## src/rtl/psg_write_seq.sv

```systemverilog
// Buffered host-to-PSG write sequencer: FIFO of command bytes replayed on the D/nCE/nWE bus with READY handshake.
// Build option PSG_MUTE_ON_RESET_EN: after reset, write volume-off to all four channels before serving the FIFO.
module psg_write_seq #(
   parameter int FIFO_DEPTH    = 8,
   parameter int STROBE_CYCLES = 16,
   parameter int TIMEOUT       = 255
) (
   input  logic                               CLK,
   input  logic                               RST,
   input  logic [7:0]                         wr_data,
   input  logic                               wr_valid,
   output logic                               wr_ready,
   output logic [7:0]                         D,
   output logic                               nCE,
   output logic                               nWE,
   input  logic                               READY,
   output logic                               busy,
   output logic [$clog2(FIFO_DEPTH+1)-1:0]    fifo_count,
   output logic                               timeout_err,
   input  logic                               clr_err
);

   // state     | meaning
   // S_IDLE    | bus released; pop next byte (init byte first, if pending) into D
   // S_SETUP   | nCE low, nWE high, D settling for one cycle
   // S_STROBE  | nCE and nWE low; wait for READY low and the minimum strobe width
   // S_RELEASE | nCE and nWE high, D held for one cycle
   // S_WAIT_RDY| wait for READY to return high before the next byte

   localparam int PTR_W  = (FIFO_DEPTH > 1) ? $clog2(FIFO_DEPTH) : 1;
   localparam int CNT_FW = $clog2(FIFO_DEPTH+1);
   localparam int CNT_MAX = (TIMEOUT > STROBE_CYCLES) ? TIMEOUT : STROBE_CYCLES;
   localparam int CNT_W  = $clog2(CNT_MAX+1);

   localparam logic [CNT_W-1:0]  TIMEOUT_C   = CNT_W'(TIMEOUT);
   localparam logic [CNT_W-1:0]  STROBE_LAST = CNT_W'(STROBE_CYCLES-1);
   localparam logic [CNT_W-1:0]  CNT_ONE     = CNT_W'(1);
   localparam logic [CNT_FW-1:0] DEPTH_C     = CNT_FW'(FIFO_DEPTH);
   localparam logic [CNT_FW-1:0] COUNT_ONE   = CNT_FW'(1);
   localparam logic [PTR_W-1:0]  PTR_ONE     = PTR_W'(1);

   typedef enum logic [2:0] {
      S_IDLE,
      S_SETUP,
      S_STROBE,
      S_RELEASE,
      S_WAIT_RDY
   } state_t;

   state_t              state_q, state_d;
   logic [CNT_W-1:0]    cnt_q, cnt_d;
   logic                seen_low_q, seen_low_d;
   logic                seen_now;
   logic [7:0]          dout_q, dout_d;
   logic                nce_q, nce_d;
   logic                nwe_q, nwe_d;
   logic                err_q, err_d;
   logic                err_set;
   logic                busy_q, busy_d;
   logic                wr_ready_q, wr_ready_d;

   logic [7:0]          mem_q [FIFO_DEPTH];
   logic [7:0]          mem_d [FIFO_DEPTH];
   logic [PTR_W-1:0]    wptr_q, wptr_d;
   logic [PTR_W-1:0]    rptr_q, rptr_d;
   logic [CNT_FW-1:0]   count_q, count_d;
   logic                push;
   logic                pop;

   logic                init_active;
   logic                init_pend_d;
   logic [7:0]          init_byte;

`ifdef PSG_MUTE_ON_RESET_EN
   // init_q walks 0..3 over the four channel volume-off latches; 4 means done
   logic [2:0]          init_q, init_d;

   assign init_active = (init_q != 3'd4);
   assign init_byte   = {1'b1, init_q[1:0], 5'h1F};

   always_comb begin
      init_d = init_q;
      if (state_q == S_IDLE && init_active) begin
         init_d = init_q + 3'd1;
      end
   end

   assign init_pend_d = (init_d != 3'd4);

   always_ff @(posedge CLK or posedge RST) begin
      if (RST) begin
         init_q <= '0;
      end else begin
         init_q <= init_d;
      end
   end
`else
   assign init_active = 1'b0;
   assign init_byte   = 8'h00;
   assign init_pend_d = 1'b0;
`endif

   always_comb begin
      state_d    = state_q;
      cnt_d      = cnt_q;
      seen_low_d = seen_low_q;
      seen_now   = seen_low_q | ~READY;
      dout_d     = dout_q;
      err_set    = 1'b0;
      pop        = 1'b0;

      case (state_q)
         S_IDLE: begin
            if (init_active) begin
               dout_d  = init_byte;
               state_d = S_SETUP;
            end else if (count_q != '0) begin
               dout_d  = mem_q[rptr_q];
               pop     = 1'b1;
               state_d = S_SETUP;
            end
         end
         S_SETUP: begin
            cnt_d      = '0;
            seen_low_d = 1'b0;
            state_d    = S_STROBE;
         end
         S_STROBE: begin
            seen_low_d = seen_now;
            if (seen_now && cnt_q >= STROBE_LAST) begin
               state_d = S_RELEASE;
            end else if (!seen_now && cnt_q >= TIMEOUT_C) begin
               // no acknowledge: the byte is abandoned, not retried
               err_set = 1'b1;
               state_d = S_RELEASE;
            end else if (cnt_q != '1) begin
               cnt_d = cnt_q + CNT_ONE;
            end
         end
         S_RELEASE: begin
            cnt_d   = '0;
            state_d = S_WAIT_RDY;
         end
         S_WAIT_RDY: begin
            if (READY) begin
               state_d = S_IDLE;
            end else if (cnt_q >= TIMEOUT_C) begin
               err_set = 1'b1;
               state_d = S_IDLE;
            end else begin
               cnt_d = cnt_q + CNT_ONE;
            end
         end
         default: begin
            state_d = S_IDLE;
         end
      endcase
   end

   // a push is judged against the registered count, so a full FIFO refuses it even on a pop cycle
   always_comb begin
      push   = wr_valid && wr_ready_q;
      mem_d  = mem_q;
      wptr_d = wptr_q;
      rptr_d = rptr_q;
      if (push) begin
         mem_d[wptr_q] = wr_data;
         wptr_d        = wptr_q + PTR_ONE;
      end
      if (pop) begin
         rptr_d = rptr_q + PTR_ONE;
      end
      case ({push, pop})
         2'b10:   count_d = count_q + COUNT_ONE;
         2'b01:   count_d = count_q - COUNT_ONE;
         default: count_d = count_q;
      endcase
   end

   always_comb begin
      wr_ready_d = (count_d != DEPTH_C);
      busy_d     = (state_d != S_IDLE) || (count_d != '0) || init_pend_d;
      nce_d      = !((state_d == S_SETUP) || (state_d == S_STROBE));
      nwe_d      = (state_d != S_STROBE);
      err_d      = err_q;
      if (err_set) begin
         err_d = 1'b1;
      end else if (clr_err) begin
         err_d = 1'b0;
      end
   end

   always_ff @(posedge CLK or posedge RST) begin
      if (RST) begin
         state_q    <= S_IDLE;
         cnt_q      <= '0;
         seen_low_q <= 1'b0;
         dout_q     <= 8'h00;
         nce_q      <= 1'b1;
         nwe_q      <= 1'b1;
         err_q      <= 1'b0;
         busy_q     <= 1'b0;
         wr_ready_q <= 1'b1;
         wptr_q     <= '0;
         rptr_q     <= '0;
         count_q    <= '0;
         for (int i = 0; i < FIFO_DEPTH; i++) begin
            mem_q[i] <= 8'h00;
         end
      end else begin
         state_q    <= state_d;
         cnt_q      <= cnt_d;
         seen_low_q <= seen_low_d;
         dout_q     <= dout_d;
         nce_q      <= nce_d;
         nwe_q      <= nwe_d;
         err_q      <= err_d;
         busy_q     <= busy_d;
         wr_ready_q <= wr_ready_d;
         wptr_q     <= wptr_d;
         rptr_q     <= rptr_d;
         count_q    <= count_d;
         mem_q      <= mem_d;
      end
   end

   assign D           = dout_q;
   assign nCE         = nce_q;
   assign nWE         = nwe_q;
   assign wr_ready    = wr_ready_q;
   assign busy        = busy_q;
   assign fifo_count  = count_q;
   assign timeout_err = err_q;

endmodule

```

## config.mk

```make
export PLATFORM = sky130hd
export DESIGN_NAME = psg_write_seq
export DESIGN_NICKNAME = d
export VERILOG_FILES = /design/src/rtl/psg_write_seq.sv
export SDC_FILE = /design/constraint.sdc
export NUM_CORES = 1
export LEC_CHECK = 0
export CORE_ASPECT_RATIO = 1.4
export CORE_UTILIZATION = 30
export DETAILED_ROUTE_END_ITERATION = 10
export GPL_TIMING_DRIVEN = 0
export RECOVER_POWER = 100
export SLEW_MARGIN = 20
export SYNTH_ARGS = -nofsm -noshare
export SYNTH_HDL_FRONTEND = slang
export SYNTH_SLANG_ARGS = --single-unit
```

## constraint.sdc

```tcl
create_clock -name CLK -period 3.1 [get_ports CLK]
set_input_delay 0.62 -clock CLK [delete_from_list [all_inputs] [get_ports CLK]]
set_output_delay 0.62 -clock CLK [all_outputs]
set_load 0.01 [all_outputs]
```

# ---- Word-level counts from Yosys, hierarchy flattened
# Index checks and enable logic that the tools add are counted.
dict set report word_totals {
  regBits 99
  latch_bits 0
  ramBits 0
  mem_bits_ro 0
  input_bits 13
  out_inout_bits 17
  memories 0
}
dict set report op_classes {
  add_sub_neg 5
  multipliers 0
  div_mod_pow 0
  n_lt_le_gt_ge 5
  eq_ne 16
  shifts 0
  muxes 29
  bitwise_logic 4
  reduce_logical 18
}
# op count
set ops {}
lappend ops {{bitwise mux 64 bit} 1}
lappend ops {{2-to-1 mux 8 bit} 8}
lappend ops {{binary-select mux 8 bit (select 3 bit)} 1}
lappend ops {{demux 8 bit (select 3 bit)} 1}
lappend ops {{case mux 8 bit (3 select lines)} 1}
lappend ops {{2-to-1 mux 3 bit} 5}
lappend ops {{case mux 3 bit (5 select lines)} 1}
lappend ops {{!= test 2 bit, second input constant} 5}
lappend ops {{== test 3 x 2 -> 1 bit, second input constant} 3}
lappend ops {{adder 8 x 1 -> 8 bit, second input constant} 1}
lappend ops {{greater-or-equal comparator 4 bit, second input constant} 2}
lappend ops {{greater-or-equal comparator 8 x 4 -> 1 bit, second input constant} 1}
lappend ops {{greater-or-equal comparator 8 bit, second input constant} 1}
lappend ops {{2-to-1 mux 1 bit} 8}
lappend ops {{!= test 8 bit, second input constant} 1}
lappend ops {{inverter 3 -> 4 bit} 2}
lappend ops {{case mux 4 bit (2 select lines)} 1}
lappend ops {{nonzero test 4 bit} 2}
lappend ops {{adder 3 x 1 -> 3 bit, second input constant} 2}
lappend ops {{== test 3 x 1 -> 1 bit, second input constant} 2}
lappend ops {{AND reduction 6 bit} 1}
lappend ops {{nonzero test 3 bit} 2}
lappend ops {{adder 4 x 1 -> 4 bit, second input constant} 1}
lappend ops {{logical AND 1 bit} 4}
lappend ops {{16 further kinds} 20}

# ---- Logic depth before layout (Yosys ltp)
# Gate-level depths: netlist of the first run.
dict set report depth {
  ltp_word 10
  ltp_mapped 12
  depth_no_buf 10
}

# ---- Worst setup path after synthesis of the first run
# Ideal clock, no wire load.
dict set report synth_timing {
  kind {register to register}
  from {register state_q[0]}
  to {register busy_q (netlist: busy)}
  setup_time_ns 0.135
  arrival_ns 2.533
  t_required_ns 2.965
  path_slack_ns 0.432
  path_stages_with_launch 11
  n_path_buf 2
  synth_period_minus_slack_ns 2.668
  path_cell_list {dfrtp_1 buf_6 or3_4 nor2_1 clkbuf_1 ha_1 a21oi_1 or4_4 nand3_2 xor2_2 nand4_1}
}
dict set report synth_via {
  elab_chain_len 6
  word_cells_on_any_way 18
  cone_classes {eq/ne (6); mux (8); reduce/logical (4)}
}
# element line_no
set synth_lines {}
lappend synth_lines {{start, declared} 50} ;# state_t state_q, state_d;
lappend synth_lines {{start signal, assigned} 211} ;# state_q <= state_d;
lappend synth_lines {{logical NOT 3 bit} 112} ;# case (state_q)
lappend synth_lines {{2-to-1 mux 1 bit} 112}
lappend synth_lines {{== test 2 x 1 -> 1 bit / == test 2 bit (equally long branches)} 173} ;# case ({push, pop})
lappend synth_lines {{case mux 4 bit (2 select lines)} 173}
lappend synth_lines {{nonzero test 4 bit} 182} ;# busy_d = (state_d != S_IDLE) || (count_d != '0) || init_pend_d;
lappend synth_lines {{logical OR 1 bit *} 182}
lappend synth_lines {{named net busy_d} 59} ;# logic busy_q, busy_d;
lappend synth_lines {{end signal, assigned} 218} ;# busy_q <= busy_d;
lappend synth_lines {{end, declared} 59}
# The timed path passes the listed nets; every way through them passes the cells marked *.
# A chain may end at the register's enable or synchronous reset.

# ---- Worst setup path after layout of the first run
# Ends and elaborated chain as after synthesis.

==> results of run 1 <==
-- what timing repair did --
action / in CTS / in global routing
setup endpoints to repair: 4 / 3
gates cloned: 0 / 0
gates resized for setup: 2 / 2
-- routing by layer --
layer,part of all wire,routed length (um),vias to the layer above,global-route usage
li1,-,-,1310,-
met1,0.43,4160,1443,0.160
met2,0.53,5070,35,0.232
met3,0.024,235,7,0.0180
met4,0.014,135,0,0.0514
met5,0,0,-,0
-- cell type report --
type                    count  area (sq um)  area share
clock inverters             4          28.8     0.00532
multi-input cells         213          2010       0.371
repair buffers             31           318      0.0587
inverters                   9          35.0     0.00647
flip-flops and latches     99          2480       0.458
clock buffers              10           229      0.0423
well taps                 192           240      0.0444
plain buffers              16          75.1      0.0139
-- cell usage in the layout, fill, tap and decap left out, types with 2 or more instances in the layout --
cell	instances
a21oi_1	12
nor2_1	18
xnor2_1	11
o31ai_1	3
dfstp_2	3
nand2b_1	2
dfrtp_1	96
nand4_1	3
mux2_2	66
clkbuf_1	10
inv_1	7
nor4_1	2
nor3_2	3
buf_1	2
mux4_2	16
nor2b_1	4
clkbuf_16	9
dlygate4sd3_1	20
nand3_1	4
or3_1	3
clkbuf_4	2
nor3b_2	2
o21ai_0	6
clkinvlp_4	2
ha_1	5
and3_1	2
a21o_1	2
a22o_1	2
buf_2	2
mux2i_1	8
nand2_1	15
clkdlybuf4s50_1	9
o22ai_1	2
a211oi_1	4
-- synthesized netlist by cell type, drive strengths merged --
master,n,area share
nor2b,4,0.0054
nand2,15,0.012
and2,2,0.0027
nand2b,2,0.0027
mux4,16,0.078
o221ai,1,0.0019
clkbuf,8,0.0065
o31ai,3,0.0049
or3,4,0.0065
nand4,3,0.0041
nor3b,3,0.0071
nand3,5,0.0065
ha,5,0.014
mux2,66,0.16
nor2,19,0.015
o311a,1,0.0022
a22o,2,0.0038
nand4b,1,0.0019
a211oi,4,0.0065
o22ai,2,0.0027
xor2,2,0.0054
buf,8,0.0098
and3,2,0.0027
xnor2,11,0.021
a2111oi,1,0.0060
nor4,3,0.0041
o21ai,6,0.0065
nor4b,2,0.0065
or4,2,0.0041
inv,9,0.0073
a21o,2,0.0033
mux2i,8,0.017
dfrtp,96,0.52
dfstp,3,0.017
a21oi,12,0.013
nor3,4,0.0076
-- worst reg2reg max path, delay by kind of cell (launching register included) --
kind / cells / cell delay [ps]
adder cells (fa/ha/maj): 1 / 310
flip-flops: 1 / 370
AND/OR/NAND/NOR: 5 / 1340
buffers and inverters: 2 / 510
AO/OA/AOI/OAI: 1 / 120
XOR/XNOR: 1 / 180
-- worst max-delay path by stage --
stage	start	endpoint	slack [ps]	cells past startpoint
6_report	state_q[0]	busy	130	10
5_1_grt	state_q[0]	busy	10	12
4_1_cts	fifo_count[0]	busy	40	12
3_5_place_dp	state_q[0]	busy	-260	10
3_3_place_gp	state_q[0]	busy	-170	10
2_1_floorplan	state_q[0]	busy	430	10
-- logic make-up (layout without fill, tap and decap cells) --
group                      after synthesis  count (layout)  share of synthesized area
xor gates and xnor gates                13              13                     0.0264
DFF                                     99              99                      0.539
muxes                                   90              90                      0.257
buffers and inverters                   25              70                     0.0236
and+or+nand+nor                         71              71                     0.0897
AOI/OAI and AO/OA                       34              34                     0.0508
adders and majority gates                5               5                     0.0136
-- through the flow --
stage          instance area [sq um]   util  power (mW)
2_1_floorplan                   4610      -        4.14
3_3_place_gp                    5140  0.343        4.79
3_5_place_dp                    5190  0.346        4.94
4_1_cts                         5450  0.364        5.96
5_1_grt                         5410  0.361        6.23
6_report                        5410  0.361        5.83
-- flip-flops by register name, indices dropped and copies added (netlist names) --
signal,count
D,8
busy,1
cnt_q,8
fifo_count,4
mem_q,64
nCE,1
nWE,1
rptr_q,3
seen_low_q,1
state_q,3
timeout_err,1
wptr_q,3
wr_ready,1
-- power breakdown --
part	total (mW)	internal (mW)	switching [mW]
sequential	2.25	1.92	0.324
combinational	2.58	1.36	1.23
clock	1.01	0.537	0.469
total	5.83	3.82	2.02
==> flow_summary.yaml, run 1 <==
status:
  outcome: "finished with violations"
  violations: "capacitance limit, slew limit"
synthesis:
  ys_seq_area_frac: 0.539
  yosys_warnings: 0
  syn-mean-instance-area_sq_um: 13.7
  yosys.cell_types.count: 46
  syn_nets: 355
  syn_area_sq_um: 4600
  synth_seq_cells: 99
  syn_inst: 337
placed_design:
  dp_hpwl_um: 6570
  port_buffers: 29
  place_congestion: 0.755
  dp_cells: 560
  place_ws_ps: -255
min_path:
  hp-class: "register to register"
  hold_path_end: "mem_q[40]"
  hold_depth: 1
  hold_path_startpoint: "mem_q[40]"
setup_path:
  slowest_stage: "or4_4"
  r2r-start: "state_q[0]"
  critPathMaxStageDelay_ps: 430
  critPathArrivalTime_ps: 3170
  cp_num_buf_inv: 2
  r2r_cells: 10
  r2r-end: "busy"
  start_kind: "register"
  timing.reg2reg.setup_slack_ps: 130
  crit_required_ps: 3300
  path_cells: "buf_6 -> or3_4 -> nor2_2 -> clkbuf_2 -> ha_1 -> a21oi_1 -> or4_4 -> nand3_2 -> xor2_2 -> nand4_1"
  cp_max_fo: 10
  critPathTopFamily: "simple AND/OR/NAND/NOR gates"
  end_kind: "register"
  worstSetupPathType: "register to register"
drt:
  wl_um: 9590
  num_vias: 2795
  drc: 0
  first_pass_iters: 6
  drt_iter0_markers: 106
  detail_route.wl_per_cell_um: 16.7
  vias_per_cell: 4.87
  antenna_left: 0
timing:
  maxSlewViolCount: 33
  worst_pin_slew_ps: 1540
  setup-violations-final: 0
  layout_min_cycle_time_ps: 2970
  finalClockSkew_ps: 5.74
  rsz0062_at_grt: "false"
  fmax_mhz: 336
  fin_hold_ws_ps: 501
  fin_setup_tns_ps: 0
  period_share: 0.959
  fin_ws_ps: 127
  slew-limit-headroom: -0.0327
  hold_viol: 0
cts:
  cts_setup_buffers: 0
  clk_pin_slew_ps: 60
  clock-sinks: 99
  cts_buffer_depth: 2
  cts_buffers: 9
  cts_hold_buf: 0
  htree_levels: 3
  root_buffer: "clkbuf_16"
  cts_tree: "built"
  clk-insertion-delay-late_ps: 340
pwr:
  p_leak_nw: 2.19
  p_per_area_nw_per_um2: 1080
  peakVddDrop_v: 0.000444
finish:
  nets: 397
  final.fill_count: 1486
  drive_gt1_frac: 0.312
  area_growth_pct: 17.6
  num_antenna_cells: 0
  finalNonFillerCells: 574
grt:
  grt_pass1_vias: 2906
  grt_pass1_wl_um: 15700
  grt_antenna_before_repair: 0
  grt_max_degree: 36
  grt_usage: 0.131
  gr-total-overflow: 0
floorplanning:
  dieArea_sq_um: 15900
  chipWidth_um: 107
  die_h_um: 149
  core_sq_um: 15000
  ios: 30
  start_util: 0.307
  rows: 53
job:
  max_cap_violations: 1
Power figures use the tool's default switching activity.
==> inputs of run 2 (changes only) <==
==> constraint.sdc (replaced) <==
create_clock -name CLK -period 3.1 [get_ports CLK]
set_input_delay 0.62 -clock CLK [delete_from_list [all_inputs] [get_ports CLK]]
set_output_delay 0.62 -clock CLK [all_outputs]
set_load 0.05 [all_outputs]
==> results of run 2 <==
Same layout as run 1 (identical final DEF). Status: finished with violations: capacitance limit, slew limit.
Main changes from that run: total power 5.83 mW -> 6.14 mW; worst IR drop on VDD 0.000444 V -> 0.000547 V
==> inputs of run 3 (changes only) <==
--- a/config.mk
+++ b/config.mk
@@ -6,6 +6,7 @@
 export NUM_CORES = 1
 export LEC_CHECK = 0
 export CORE_ASPECT_RATIO = 1.4
+export CORE_MARGIN = 8
 export CORE_UTILIZATION = 30
 export DETAILED_ROUTE_END_ITERATION = 10
 export GPL_TIMING_DRIVEN = 0
==> flow_summary.yaml, run 3 (synthesis results as in run 1) <==
drt:
  first_pass_iters: 4
  antenna_left: 0
  detail_route.wl_per_cell_um: 17.0
  num_vias: 2868
  wl_um: 9810
  vias_per_cell: 4.98
  drc: 0
  drt_iter0_markers: 157
cts:
  clk-insertion-delay-late_ps: 350
  clock-sinks: 99
  root_buffer: "clkbuf_16"
  cts_buffers: 9
  clk_pin_slew_ps: 70
  cts_buffer_depth: 2
  htree_levels: 3
  cts_setup_buffers: 0
  cts_tree: "built"
status:
  outcome: "finished with violations"
  violations: "capacitance limit"
floorplanning:
  die_h_um: 163
  ios: 30
  chipWidth_um: 121
  dieArea_sq_um: 19600
  start_util: 0.306
  core_sq_um: 15100
  rows: 53
grt:
  grt_max_degree: 34
  gr-total-overflow: 0
  grt_pass1_wl_um: 16300
  grt_usage: 0.107
  grt_antenna_before_repair: 0
  grt_pass1_vias: 3049
timing:
  maxSlewViolCount: 0
  period_share: 0.921
  fin_hold_ws_ps: 500
  rsz0062_at_grt: "false"
  hold_viol: 0
  fmax_mhz: 350
  setup-violations-final: 0
  slew-limit-headroom: 0.00685
  layout_min_cycle_time_ps: 2850
  finalClockSkew_ps: 8.64
  worst_pin_slew_ps: 1450
setup_path:
  cp_max_fo: 10
  critPathMaxStageDelay_ps: 430
  worstSetupPathType: "register to register"
  timing.reg2reg.setup_slack_ps: 250
  start_kind: "register"
  critPathArrivalTime_ps: 3070
  crit_required_ps: 3310
  r2r-end: "busy"
  path_cells: "buf_6 -> or3_4 -> nor2_4 -> clkbuf_2 -> ha_1 -> a21oi_1 -> or4_1 -> nand3_2 -> xor2_2 -> nand4_1"
  r2r_cells: 10
  r2r-start: "state_q[0]"
  slowest_stage: "or4_1"
  end_kind: "register"
finish:
  layout_common_cells: "dfrtp_1, mux2_2, dlygate4sd3_1"
  fin_area_sq_um: 5460
  drive_gt1_frac: 0.315
  largest_reg_flops: 64
  nets: 398
  max_flop_register: "mem_q"
  num_antenna_cells: 0
  area_growth_pct: 18.6
  layout_commonest_cell: "dfrtp_1"
placed_design:
  dp_hpwl_um: 6680
  port_buffers: 29
  place_congestion: 0.743
  dpl_cell_area_sq_um: 5220
pwr:
  peakVddDrop_v: 0.000539
  p_total_mw: 6.20
  p_per_area_nw_per_um2: 1140
  p_leak_nw: 2.22
min_path:
  hold_path_startpoint: "mem_q[15]"
  hold_path_end: "mem_q[15]"
  hp-class: "register to register"
  hold_depth: 1
job:
  max_cap_violations: 1
[run 3: layout make-up]
type | count | area, sq um
multi-input cells | 213 | 2010
clock buffers | 11 | 253
plain buffers | 16 | 75.1
flip-flops and latches | 99 | 2480
well taps | 192 | 240
fillers | 1451 | 9590
repair buffers | 32 | 343
clock inverters | 4 | 26.3
inverters | 9 | 35.0
[run 3: routing by layer]
| metal | track usage | vias up | wire, um |
|---|---|---|---|
| li1 | - | 1317 | - |
| met1 | 0.127 | 1478 | 4230 |
| met2 | 0.180 | 60 | 5040 |
| met3 | 0.0215 | 13 | 356 |
| met4 | 0.0530 | 0 | 181 |
| met5 | 0 | - | 0 |
[run 3: worst max path at each step]
stage | from | endpoint | slack, ps | depth (start not counted)
floorplan | fifo_count[0] | busy | 250 | 12
global placement | state_q[0] | busy | -150 | 10
detailed placement | state_q[0] | busy | -210 | 10
CTS | fifo_count[0] | busy | 50 | 12
global route | fifo_count[0] | busy | 40 | 12
finish | state_q[0] | busy | 250 | 10
[run 3: critical path: cells and delay by family, from the launching register on]
family          cells  cell delay, ps
flops               1             370
xor+xnor            1             210
buf+inv             2             490
compound gates      1             100
fa+ha+maj           1             290
simple gates        5            1250
[run 3: what timing repair did]
item | in CTS | in global routing
setup endpoints to repair | 4 | 4
gates resized for setup | 2 | 3
hold buffers | 0 | 0
pin swaps | 0 | 0
[run 3: where the power goes]
part | internal (mW) | switching, mW | leakage, nW
Combinational | 1.36 | 1.53 | 0.888
Clock | 0.582 | 0.477 | 0.137
Sequential | 1.92 | 0.327 | 1.19
Total | 3.86 | 2.34 | 2.22
[run 3: through the flow]
| stage | utilization | setup TNS (ps) | instances | setup WS, ps |
|---|---|---|---|---|
| after global routing | 0.363 | 0 | 576 | 36.8 |
| after global placement | 0.341 | -341 | 558 | -155 |
| after CTS | 0.365 | 0 | 576 | 53.8 |
| after detailed placement | 0.346 | -575 | 561 | -215 |
| after floorplan | - | 0 | 337 | 250 |
| final | 0.363 | 0 | 576 | 245 |
